===== config.mk =====
export PLATFORM = sky130hd
export DESIGN_NAME = byteswap_burst_scheduler
export DESIGN_NICKNAME = d
export VERILOG_FILES = /design/src/rtl/byteswap_burst_scheduler.sv
export SDC_FILE = /design/constraint.sdc
export NUM_CORES = 1
export LEC_CHECK = 0
export ABC_AREA = 1
export CAP_MARGIN = 15
export CORE_UTILIZATION = 25
export DETAILED_ROUTE_END_ITERATION = 10
export GPL_TIMING_DRIVEN = 0
export HOLD_SLACK_MARGIN = 0.15
export PLACE_DENSITY = 0.47
export SKIP_CTS_REPAIR_TIMING = 1
export SLEW_MARGIN = 5
export SYNTH_ARGS = -nofsm -noshare
export SYNTH_HDL_FRONTEND = slang
export SYNTH_SLANG_ARGS = --single-unit

===== constraint.sdc =====
create_clock -name ap_clk -period 6.65 [get_ports ap_clk]
set_clock_uncertainty 0.1 [all_clocks]
set_input_delay 0.665 -clock ap_clk [delete_from_list [all_inputs] [get_ports ap_clk]]
set_output_delay 0.665 -clock ap_clk [all_outputs]
set_load 0.005 [all_outputs]

===== src/rtl/byteswap_burst_scheduler.sv =====
// byteswap_burst_scheduler
//   Runs one byteswap kernel pass. On ap_start it captures the buffer base and
//   length, then splits the buffer into AXI4 burst commands for the m00 read
//   and write masters. Processing is in place: write burst k reuses the address
//   and length of read burst k. The number of read bursts that are issued but
//   not yet write-completed is bounded, and ap_done/ap_ready pulse once every
//   write burst has been acknowledged.
//
// Ports
//   ap_clk, ap_rst_n          clock, asynchronous active-low reset
//   ap_start                  start level from the control slave
//   ap_idle                   high while in IDLE
//   ap_done, ap_ready         one-cycle end-of-run pulse (identical)
//   base_addr, xfer_bytes     beat-aligned buffer base, length in bytes
//   rd_cmd_*                  read burst command (valid/ready, addr, arlen)
//   wr_cmd_*                  write burst command (valid/ready, addr, awlen)
//   wr_burst_done             one pulse per completed write burst (B response)
//
// state | meaning
// ------+------------------------------------------------------------------
// IDLE  | waiting for ap_start; captures base/length when it arrives
// LOAD  | one cycle; a zero-beat run skips straight to DONE
// RUN   | read/write generators walk the buffer, completions are counted
// DONE  | ap_done/ap_ready high for one cycle, then back to IDLE

module byteswap_burst_scheduler #(
   parameter int C_ADDR_WIDTH      = 64,
   parameter int C_DATA_WIDTH      = 512,
   parameter int C_XFER_SIZE_WIDTH = 32,
   parameter int C_MAX_BURST_BEATS = 64,
   parameter int C_MAX_OUTSTANDING = 4
) (
   input  logic                         ap_clk,
   input  logic                         ap_rst_n,
   input  logic                         ap_start,
   output logic                         ap_idle,
   output logic                         ap_done,
   output logic                         ap_ready,
   input  logic [C_ADDR_WIDTH-1:0]      base_addr,
   input  logic [C_XFER_SIZE_WIDTH-1:0] xfer_bytes,
   output logic                         rd_cmd_valid,
   input  logic                         rd_cmd_ready,
   output logic [C_ADDR_WIDTH-1:0]      rd_cmd_addr,
   output logic [7:0]                   rd_cmd_len,
   output logic                         wr_cmd_valid,
   input  logic                         wr_cmd_ready,
   output logic [C_ADDR_WIDTH-1:0]      wr_cmd_addr,
   output logic [7:0]                   wr_cmd_len,
   input  logic                         wr_burst_done
);

   localparam int AW         = C_ADDR_WIDTH;
   localparam int XW         = C_XFER_SIZE_WIDTH;
   localparam int BEAT_BYTES = C_DATA_WIDTH / 8;
   localparam int BEAT_SHIFT = $clog2(BEAT_BYTES);
   localparam int PAGE_BEATS = 4096 / BEAT_BYTES;
   localparam int PAGE_IDX_W = 12 - BEAT_SHIFT;

   typedef enum logic [1:0] {
      S_IDLE,
      S_LOAD,
      S_RUN,
      S_DONE
   } state_t;

   state_t          state_q, state_d;
   logic [AW-1:0]   rd_addr_q, rd_addr_d;
   logic [AW-1:0]   wr_addr_q, wr_addr_d;
   logic [XW-1:0]   rd_rem_q, rd_rem_d;
   logic [XW-1:0]   wr_rem_q, wr_rem_d;
   logic [XW-1:0]   rd_issued_q, rd_issued_d;
   logic [XW-1:0]   wr_issued_q, wr_issued_d;
   logic [XW-1:0]   wr_completed_q, wr_completed_d;

   logic [8:0]      rd_beats, wr_beats;
   logic [XW-1:0]   outstanding;
   logic            rd_fire, wr_fire, b_ok;

   // Beats in the next burst: bounded by what is left, the burst limit and
   // the distance to the next 4 KiB boundary (addresses are beat-aligned, so
   // the in-page beat index is enough to find that distance).
   function automatic logic [8:0] burst_beats(input logic [XW-1:0] rem,
                                              input logic [PAGE_IDX_W-1:0] page_idx);
      logic [12:0]   page_left;
      logic [XW-1:0] b;
      page_left = 13'(PAGE_BEATS) - 13'(page_idx);
      b = rem;
      if (b > XW'(C_MAX_BURST_BEATS)) b = XW'(C_MAX_BURST_BEATS);
      if (b > XW'(page_left))         b = XW'(page_left);
      return 9'(b);
   endfunction

   assign rd_beats    = burst_beats(rd_rem_q, rd_addr_q[11:BEAT_SHIFT]);
   assign wr_beats    = burst_beats(wr_rem_q, wr_addr_q[11:BEAT_SHIFT]);
   assign outstanding = rd_issued_q - wr_completed_q;

   // Address/length come straight from registers that only move on accept,
   // so they stay stable while a command waits for ready. Valid can only
   // drop by being accepted: outstanding never grows while a read waits.
   assign rd_cmd_valid = (state_q == S_RUN) && (rd_rem_q != '0) &&
                         (outstanding < XW'(C_MAX_OUTSTANDING));
   assign wr_cmd_valid = (state_q == S_RUN) && (wr_issued_q < rd_issued_q);
   assign rd_cmd_addr  = rd_addr_q;
   assign wr_cmd_addr  = wr_addr_q;
   assign rd_cmd_len   = (rd_rem_q != '0) ? 8'(rd_beats - 9'd1) : 8'd0;
   assign wr_cmd_len   = (wr_rem_q != '0) ? 8'(wr_beats - 9'd1) : 8'd0;

   assign ap_idle  = (state_q == S_IDLE);
   assign ap_done  = (state_q == S_DONE);
   assign ap_ready = (state_q == S_DONE);

   assign rd_fire = rd_cmd_valid && rd_cmd_ready;
   assign wr_fire = wr_cmd_valid && wr_cmd_ready;
   // A completion with no write in flight is a stray pulse and is dropped.
   assign b_ok    = (state_q == S_RUN) && wr_burst_done &&
                    (wr_completed_q < wr_issued_q);

   always_comb begin
      state_d        = state_q;
      rd_addr_d      = rd_addr_q;
      wr_addr_d      = wr_addr_q;
      rd_rem_d       = rd_rem_q;
      wr_rem_d       = wr_rem_q;
      rd_issued_d    = rd_issued_q;
      wr_issued_d    = wr_issued_q;
      wr_completed_d = wr_completed_q;

      case (state_q)
         S_IDLE: begin
            if (ap_start) begin
               rd_addr_d      = base_addr;
               wr_addr_d      = base_addr;
               rd_rem_d       = xfer_bytes >> BEAT_SHIFT;
               wr_rem_d       = xfer_bytes >> BEAT_SHIFT;
               rd_issued_d    = '0;
               wr_issued_d    = '0;
               wr_completed_d = '0;
               state_d        = S_LOAD;
            end
         end
         S_LOAD: begin
            state_d = (rd_rem_q == '0) ? S_DONE : S_RUN;
         end
         S_RUN: begin
            if (rd_fire) begin
               rd_addr_d   = rd_addr_q + (AW'(rd_beats) << BEAT_SHIFT);
               rd_rem_d    = rd_rem_q - XW'(rd_beats);
               rd_issued_d = rd_issued_q + 1'b1;
            end
            if (wr_fire) begin
               wr_addr_d   = wr_addr_q + (AW'(wr_beats) << BEAT_SHIFT);
               wr_rem_d    = wr_rem_q - XW'(wr_beats);
               wr_issued_d = wr_issued_q + 1'b1;
            end
            if (b_ok) wr_completed_d = wr_completed_q + 1'b1;
            // Evaluated on next-state counts so ap_done follows the final
            // completion by one cycle.
            if ((rd_rem_d == '0) && (wr_issued_d == rd_issued_d) &&
                (wr_completed_d == wr_issued_d)) begin
               state_d = S_DONE;
            end
         end
         S_DONE: begin
            state_d = S_IDLE;
         end
         default: begin
            state_d = S_IDLE;
         end
      endcase
   end

   always_ff @(posedge ap_clk or negedge ap_rst_n) begin
      if (!ap_rst_n) begin
         state_q        <= S_IDLE;
         rd_addr_q      <= '0;
         wr_addr_q      <= '0;
         rd_rem_q       <= '0;
         wr_rem_q       <= '0;
         rd_issued_q    <= '0;
         wr_issued_q    <= '0;
         wr_completed_q <= '0;
      end else begin
         state_q        <= state_d;
         rd_addr_q      <= rd_addr_d;
         wr_addr_q      <= wr_addr_d;
         rd_rem_q       <= rd_rem_d;
         wr_rem_q       <= wr_rem_d;
         rd_issued_q    <= rd_issued_d;
         wr_issued_q    <= wr_issued_d;
         wr_completed_q <= wr_completed_d;
      end
   end

endmodule


# After elaboration in Yosys (flattened, before gate mapping)

Index checks and enable logic that the tools add are counted.

Bits in registers: 290
Output and inout port bits: 149
Input port bits: 102
Logic and storage cells: 86

Magnitude comparators: 7
Muxes and demuxes: 31
Equality and inequality tests: 9
Add/subtract/negate cells: 12
Reduce and logical (&&, ||, !) cells: 19

Operator list:

| operator                | count |
|---|---|
| $mux W32                | 13 |
| $pmux W32 S2            | 5 |
| $pmux W64 S2            | 2 |
| $mux W64                | 3 |
| $add A64 B15 Y64        | 2 |
| $add A32 B1 Y32 const B | 3 |
| $eq A32 B32 Y1          | 2 |
| $gt A32 B13 Y1          | 2 |
| $gt A32 B7 Y1 const B   | 2 |
| $logic_not A32 Y1       | 2 |
| $lt A32 B32 Y1          | 2 |
| $reduce_bool A32 Y1     | 2 |
| $sub A32 B9 Y32         | 2 |
| $lt A32 B3 Y1 const B   | 1 |
| $sub A32 B32 Y32        | 1 |
| $mux W9                 | 2 |
| $mux W8                 | 2 |
| $sub A7 B6 Y8 const A   | 2 |
| $sub A8 B1 Y8 const B   | 2 |
| $logic_and A1 B1 Y1     | 9 |
| $pmux W2 S4             | 1 |
| $ne A2 B2 Y1 const B    | 3 |
| $reduce_and A3 Y1       | 2 |
| $eq A2 B2 Y1 const B    | 2 |
| 7 further kinds         | 9 |

# Depth between registers and ports, before layout

Gate-level depths: netlist (run 1).

Depth after elaboration: 12
Gate-level depth with buffers: 45

# Worst setup path after synthesis (run 1)

No wires, ideal clock.

Path kind: reg-to-reg
Start: reg wr_rem_q[7]
End: reg wr_rem_q[31]
Setup time: 0.123 ns
Clock period less this slack: 5.863 ns
Slack: 0.787 ns
Cell stages (with the launch flop): 36
Arrival: 5.639 ns
Cell sequence: dfrtp_1 -> or4_1 -> nor4_1 -> nand2_1 -> nand2_1 -> inv_1 -> nor2_1 -> ha_1 -> inv_1 -> o21bai_1 -> a221oi_1 -> nor2_1 -> o32ai_1 -> clkbuf_1 -> nand2_1 -> o21ai_0 -> inv_1 -> ha_1 -> nand3_1 -> nand2_1 -> nand2_1 -> nand2_1 -> a21oi_1 -> nor2_1 -> nor2_1 -> nor2_1 -> nor2_1 -> nor2_1 -> nor2_1 -> o21ai_0 -> nor4_1 -> nand3_1 -> nor3_1 -> nand4_1 -> o21ai_0 -> a21oi_1

Word-level cells in the longest chain between the ends: 7

RTL lines:

| item                   | line | text |
|---|---|---|
| from (decl)            | 70   | `logic [XW-1:0] wr_rem_q, wr_rem_d;` |
| from (signal assigned) | 187  | `wr_rem_q <= wr_rem_d;` |
| $gt A32 B7 Y1          | 88   | `if (b > XW'(C_MAX_BURST_BEATS)) b = XW'(C_MAX_BURST_BEATS);` |
| $mux W32               | 88   |  |
| $gt A32 B13 Y1         | 89   | `if (b > XW'(page_left)) b = XW'(page_left);` |
| $mux W9                | 89   |  |
| $sub A32 B9 Y32 (*)    | 152  | `wr_rem_d = wr_rem_q - XW'(wr_beats);` |
| $mux W32 (*)           | 150  | `if (wr_fire) begin` |
| $pmux W32 S2 (*)       | 128  | `case (state_q)` |

Mark *: on every way between the ends. The rest lies on a longest branch, timed or not. The select of a mux whose other input is x is not followed.
A chain may end at the register's enable or synchronous reset.

# Worst setup path after layout (run 1)

Start: reg wr_rem_q[16]
End: reg wr_addr_q[60] (netlist: wr_cmd_addr[60])

Word-level cells in the longest chain between the ends: 7

RTL lines:

| item                 | line | text |
|---|---|---|
| $gt A32 B7 Y1        | 88   |  |
| $mux W32 (*)         | 88   |  |
| $gt A32 B13 Y1       | 89   |  |
| $mux W9 (*)          | 89   |  |
| $add A64 B15 Y64 (*) | 151  | `wr_addr_d = wr_addr_q + (AW'(wr_beats) << BEAT_SHIFT);` |
| $mux W64 (*)         | 150  |  |
| $pmux W64 S2 (*)     | 128  |  |
| to (signal assigned) | 185  | `wr_addr_q <= wr_addr_d;` |
| to (decl)            | 68   | `logic [AW-1:0] wr_addr_q, wr_addr_d;` |

Marks and branches as above.

==> run metrics, run 1 <==
H-tree depth 2; peak supply drop 0.219 mV; CP arrival 6.76 ns; Post-DRT Antenna Nets 0; Synth Cell Area 26800 µm²; largest net degree at the start of global routing 101; Nets 4830; most frequent cells in the layout 1157 x nand2_1, 581 x inv_1, 474 x nor2_1; total track usage 0.215; period utilization 0.948; outcome finished, violations left; I/O Buffers 243; Yosys cell types 60; crit path max fanout 5; # Max-Cap Violations 0; max incr delay on CP 0.52 ns; hold path cells 2; syn avg cell area 6.30 µm²; die width 329 µm; clock sinks 284; Crit Path Class reg2reg; Top FF cell, synth dfrtp_1; post-synthesis sequential area ratio 0.265; P_leak 15.3 nW; core area 106000 µm²; critical path's slowest cell or4_4; initial antenna violation count 1; relative slew slack 0.231; ys async rst share 1.00; Initial DRC Count 2577; r2r setup slk 0.35 ns; HP Class reg2reg; die height 329 µm; Layout Utilization 0.315; filler instances 11800; HPWL after DPL 94.3 mm; Area Overhead vs Synth 24.5%; Via Count 29900; Area after DPL 31000 µm²; commonest non-fill, non-tap cell in the layout nand2_1; FF-to-FF End wr_cmd_addr[60]$_DFFE_PN0P_; CP most frequent cell nor2_2; crit path launch type flop; n_diodes 0; root buffer cell clkbuf_16; Hold Path End wr_cmd_addr[0]$_DFFE_PN0P_; Final Hold Vio Count 0; Total Wirelength 120 mm; first-pass GRT wire length 177 mm; worst hold start wr_cmd_addr[0]$_DFFE_PN0P_; layout cell share with drive strength beyond 1 0.0673; post-synthesis register bit count 284; WP data required 7.11 ns; DR WL/cell 20.0 µm; TritonCTS clock tree built; cts bufs inserted 42; number of top-level pins 251; DRC viols 1; Initial Utilization 0.253; Final Power 0.0160 W; worst slew pin tran 1.15 ns; max-slew violation count 0; Final min period 6.30 ns; R2R Path Start wr_rem_q[16]$_DFFE_PN0P_; Ys Warns 0; # rows 119; fmax 159 MHz; Clock Tree Buf Depth 3; DRT Pass-1 Iters 10; full die area 108000 µm²; Clk Latency, worst-skew pair 0.65 ns; critical path capture point type flop; RD Place Congestion 0.955; Post-synth EDFFs 0; Power Density 479 nW/µm²; vias per inst 4.99; Reg2Reg Depth 41; vias in the first global route 27900; clock slew at reported path FFs 0.06 ns; final instance area 33300 µm²; grt ovf 0; final setup fails 0; cells after synthesis 4246; failing checks design-rule violations
==> where the power goes <==
group          internal, W  switching (W)
clock network      0.00146        0.00102
logic              0.00364        0.00655
registers          0.00238       0.000934
==> logic make-up (layout without fill, tap and decap cells) <==
kind of cell / after synthesis / count (layout) / share of synthesized area
adders and majority gates: 158 / 158 / 0.0750
and+or+nand+nor: 2186 / 2186 / 0.344
muxes: 2 / 2 / 0.000841
xor gates and xnor gates: 181 / 181 / 0.0592
DFF: 284 / 284 / 0.265
AOI/OAI and AO/OA: 698 / 698 / 0.147
other: 2 / 8 / 0.000281
buffers and inverters: 735 / 1087 / 0.107
==> flip-flops by register name, summed over array words and instances, names as in the netlist <==
register / cells
rd_cmd_addr: 59
state_q: 2
rd_issued_q: 32
wr_cmd_addr: 63
wr_rem_q: 32
wr_completed_q: 32
rd_rem_q: 32
wr_issued_q: 32
==> worst max-delay path by stage <==
stage | from | slack [ns] | end | cells after the start
after global placement | ap_rst_n | -9.76 | wr_completed_q[26]$_DFFE_PN0P_ | 1
final | wr_rem_q[16]$_DFFE_PN0P_ | 0.35 | wr_cmd_addr[60]$_DFFE_PN0P_ | 41
after floorplan | wr_rem_q[7]$_DFFE_PN0P_ | 0.79 | wr_rem_q[31]$_DFFE_PN0P_ | 35
after CTS | wr_rem_q[16]$_DFFE_PN0P_ | -0.98 | wr_cmd_addr[58]$_DFFE_PN0P_ | 42
after global routing | wr_rem_q[18]$_DFFE_PN0P_ | -0.15 | wr_cmd_addr[60]$_DFFE_PN0P_ | 41
after detailed placement | wr_rem_q[16]$_DFFE_PN0P_ | -0.92 | wr_cmd_addr[58]$_DFFE_PN0P_ | 42
==> cells in the mapped netlist (3+ instances only) <==
library cell	number	area [µm²]
nand2_1	1165	4370
inv_1	590	2210
nor2_1	494	1850
dfrtp_1	284	7110
o21ai_0	255	1280
nand3_1	186	931
xor2_1	168	1470
ha_1	154	1930
a21oi_1	152	761
nor3_1	116	581
o22ai_1	99	619
a31oi_1	96	601
nand4_1	91	569
clkbuf_1	71	267
nor4_1	57	357
buf_2	27	135
o21ai_1	25	125
nand2_2	24	150
a22oi_1	17	128
xnor2_1	13	114
clkinv_1	12	45.0
buf_4	11	82.6
nor2_2	11	68.8
inv_2	10	37.5
nand3b_1	10	75.1
buf_1	8	30.0
a32oi_1	7	61.3
o211ai_1	7	52.6
and2_1	6	37.5
o21a_1	6	45.0
o21bai_1	6	45.0
or2_2	6	37.5
buf_6	5	56.3
o221ai_1	5	43.8
a21boi_0	4	30.0
fa_1	4	80.1
nor3b_1	4	30.0
a21o_1	3	22.5
and3_1	3	18.8
o22a_1	3	26.3
o31ai_1	3	22.5
or4_1	3	22.5
==> cell type report <==
cell class / count / area [µm²] / area share
well taps: 1391 / 1740 / 0.0522
multi-input cells: 3233 / 17400 / 0.521
clock buffers: 60 / 1240 / 0.0372
repair buffers: 274 / 2730 / 0.0819
flip-flops and latches: 284 / 7110 / 0.213
inverters: 613 / 2300 / 0.0692
plain buffers: 122 / 586 / 0.0176
clock inverters: 18 / 244 / 0.00732
==> per-stage QoR <==
step / setup WS (ns) / setup TNS [ns] / hold WS (ns) / instances
5_1_grt: -0.148 / -0.913 / 0.429 / 5995
2_1_floorplan: 0.788 / 0 / 0.269 / 4252
3_3_place_gp: -9.76 / -2769.49 / 0.392 / 5886
3_5_place_dp: -0.920 / -23.02 / 0.397 / 5888
4_1_cts: -0.981 / -26.52 / -0.0430 / 5966
6_report: 0.347 / 0 / 0.410 / 5995
==> worst max-delay path: cells and delay by family (launching register included) <==
family	cells	cell delay [ns]
compound gates	10	1.60
flops	1	0.41
simple gates	20	2.73
fa+ha+maj	3	0.70
buf+inv	8	0.67
==> per-layer routing <==
| layer | wire, µm | track usage | vias up |
|---|---|---|---|
| met5 | 0 | 0 | - |
| met4 | 3360 | 0.0637 | 0 |
| met3 | 7210 | 0.0279 | 172 |
| met2 | 55000 | 0.350 | 1002 |
| met1 | 54100 | 0.294 | 14100 |
| li1 | - | - | 14600 |
No activity file was read; power rests on OpenSTA's default activity.
==> inputs of run 2 (changes only) <==
- CORE_UTILIZATION: 25 -> 50
- PLACE_DENSITY: 0.47 -> 0.77
==> run 2 against run 1 <==
- the flow now finishes without violations
- cell count fell by 12%
- clock power shrank 15%
- sequential power is essentially flat
- critical path type unchanged
- largest cell class unchanged
- highest routed layer is now met5
==> run metrics, run 2 (same netlist as run 1, synthesis figures left out) <==
# Max-Cap Violations 0; worst slew pin tran 1.02 ns; hold path cells 2; worst hold start wr_cmd_addr[4]$_DFFE_PN0P_; Final Power 0.0153 W; critical path capture point type flop; max incr delay on CP 0.40 ns; H-tree depth 2; Via Count 30500; core area 52800 µm²; die width 233 µm; Hold WS 0.399 ns; I/O Buffers 243; outcome completed; Hold Path End wr_cmd_addr[4]$_DFFE_PN0P_; root buffer cell clkbuf_16; final setup fails 0; WP buf/inv 8; Total Wirelength 106 mm; TritonCTS clock tree built; full die area 54500 µm²; number of top-level pins 251; Nets 4816; total track usage 0.381; CP arrival 6.79 ns; Area Overhead vs Synth 19.4%; RD Place Congestion 1.03; final instance area 32000 µm²; initial antenna violation count 1; commonest non-fill, non-tap cell in the layout nand2_1; Final Hold Vio Count 0; clock share of power 0.139; layout cell share with drive strength beyond 1 0.0557; internal cell power 0.00719 W; Logic pwr share 0.646; RSZ-0062 raised after global routing yes; clock sinks 284; DRT Pass-1 Iters 9; Initial DRC Count 3184; Clk Latency, worst-skew pair 0.57 ns; crit path launch type flop; Reg2Reg Depth 43; Net Sw Power 0.00809 W; FF-to-FF End state_q[0]$_DFFE_PN0P_; relative slew slack 0.320; CP most frequent cell nand2_1; clock slew at reported path FFs 0.06 ns; DR WL/cell 20.0 µm; Power Density 478 nW/µm²; busiest layer in global routing met2; cell family with most CP delay simple AND/OR/NAND/NOR gates; first-pass GRT wire length 158 mm; period utilization 0.969; Initial Utilization 0.507; peak supply drop 0.325 mV; P_leak 15.2 nW; DRC viols 0; Post-DRT Antenna Nets 0; Clock Tree Buf Depth 3; die height 233 µm; r2r setup slk 0.21 ns; HP Class reg2reg; fmax 155 MHz; final cell count without fillers 5271; GRT met1 Usage 0.506; Inst Count DP 5186; HPWL after DPL 83.1 mm; most frequent cells in the layout 1159 x nand2_1, 588 x inv_1, 480 x nor2_1; grt ovf 0; max-slew violation count 0; Area after DPL 30200 µm²; vias per inst 5.79; crit path max fanout 7; Sw Share 0.530; Flop pwr share 0.216; R2R Path Start rd_rem_q[19]$_DFFE_PN0P_; vias in the first global route 28000; met2 Resource Use GR 0.602; Largest register FFs 63; # rows 84; largest net degree at the start of global routing 98; filler instances 5180; Crit Path Class reg2reg; critical path's slowest cell o32ai_4; WP data required 7.00 ns; Final min period 6.44 ns; GR Layer Usage met3 0.0620; cts bufs inserted 38
-- run 2: layout make-up --
| type | instances | area [µm²] | share of cell area |
|---|---|---|---|
| plain buffers | 122 | 586 | 0.0183 |
| flip-flops and latches | 284 | 7110 | 0.222 |
| repair buffers | 264 | 2650 | 0.0829 |
| clock buffers | 53 | 1130 | 0.0353 |
| diodes | 1 | 2.50 | 0.0000783 |
| well taps | 688 | 861 | 0.0269 |
| multi-input cells | 3233 | 17200 | 0.538 |
| clock inverters | 13 | 129 | 0.00403 |
| inverters | 613 | 2300 | 0.0720 |
-- run 2: power by group through the flow --
stage	Combinational [W]	Sequential [W]	Clock [W]
global route	0.0109	0.00336	0.00219
detailed placement	0.00941	0.00324	0
CTS	0.00947	0.00323	0.00213
global placement	0.00930	0.00325	0
floorplan	0.00609	0.00299	0
finish	0.00986	0.00330	0.00212
-- run 2: through the flow --
stage                     worst slack (ns)  setup TNS [ns]   util
after floorplan                      0.788               0      -
after global placement               -8.28        -2355.22  0.570
after detailed placement            -0.833          -19.28  0.572
after CTS                           -0.922          -22.54  0.596
after global routing                -0.154           -1.02  0.606
final                                0.205               0  0.606
-- run 2: worst max path at each step --
stage | startpoint | endpoint | slack, ns | depth (start not counted)
after CTS | rd_rem_q[19]$_DFFE_PN0P_ | state_q[0]$_DFFE_PN0P_ | -0.92 | 44
after floorplan | wr_rem_q[7]$_DFFE_PN0P_ | wr_rem_q[31]$_DFFE_PN0P_ | 0.79 | 35
after detailed placement | rd_rem_q[19]$_DFFE_PN0P_ | state_q[0]$_DFFE_PN0P_ | -0.83 | 44
after global routing | rd_rem_q[19]$_DFFE_PN0P_ | state_q[1]$_DFFE_PN0P_ | -0.15 | 43
final | rd_rem_q[19]$_DFFE_PN0P_ | state_q[0]$_DFFE_PN0P_ | 0.21 | 43
after global placement | ap_rst_n | wr_completed_q[27]$_DFFE_PN0P_ | -8.28 | 1
-- run 2: per-layer routing --
layer  up-vias  wire, µm
met1     14000     42700
met3       303     10400
met2      1628     47200
li1      14600         -
met4         2      5200
met5         -        13
-- run 2: worst register-to-register path, delay by kind of cell (launching register included) --
| family | cells | cell delay [ns] |
|---|---|---|
| AO/OA/AOI/OAI | 8 | 1.56 |
| XOR/XNOR | 1 | 0.10 |
| adder cells (fa/ha/maj) | 2 | 0.49 |
| buffers and inverters | 8 | 0.92 |
| flip-flops | 1 | 0.39 |
| AND/OR/NAND/NOR | 24 | 2.77 |
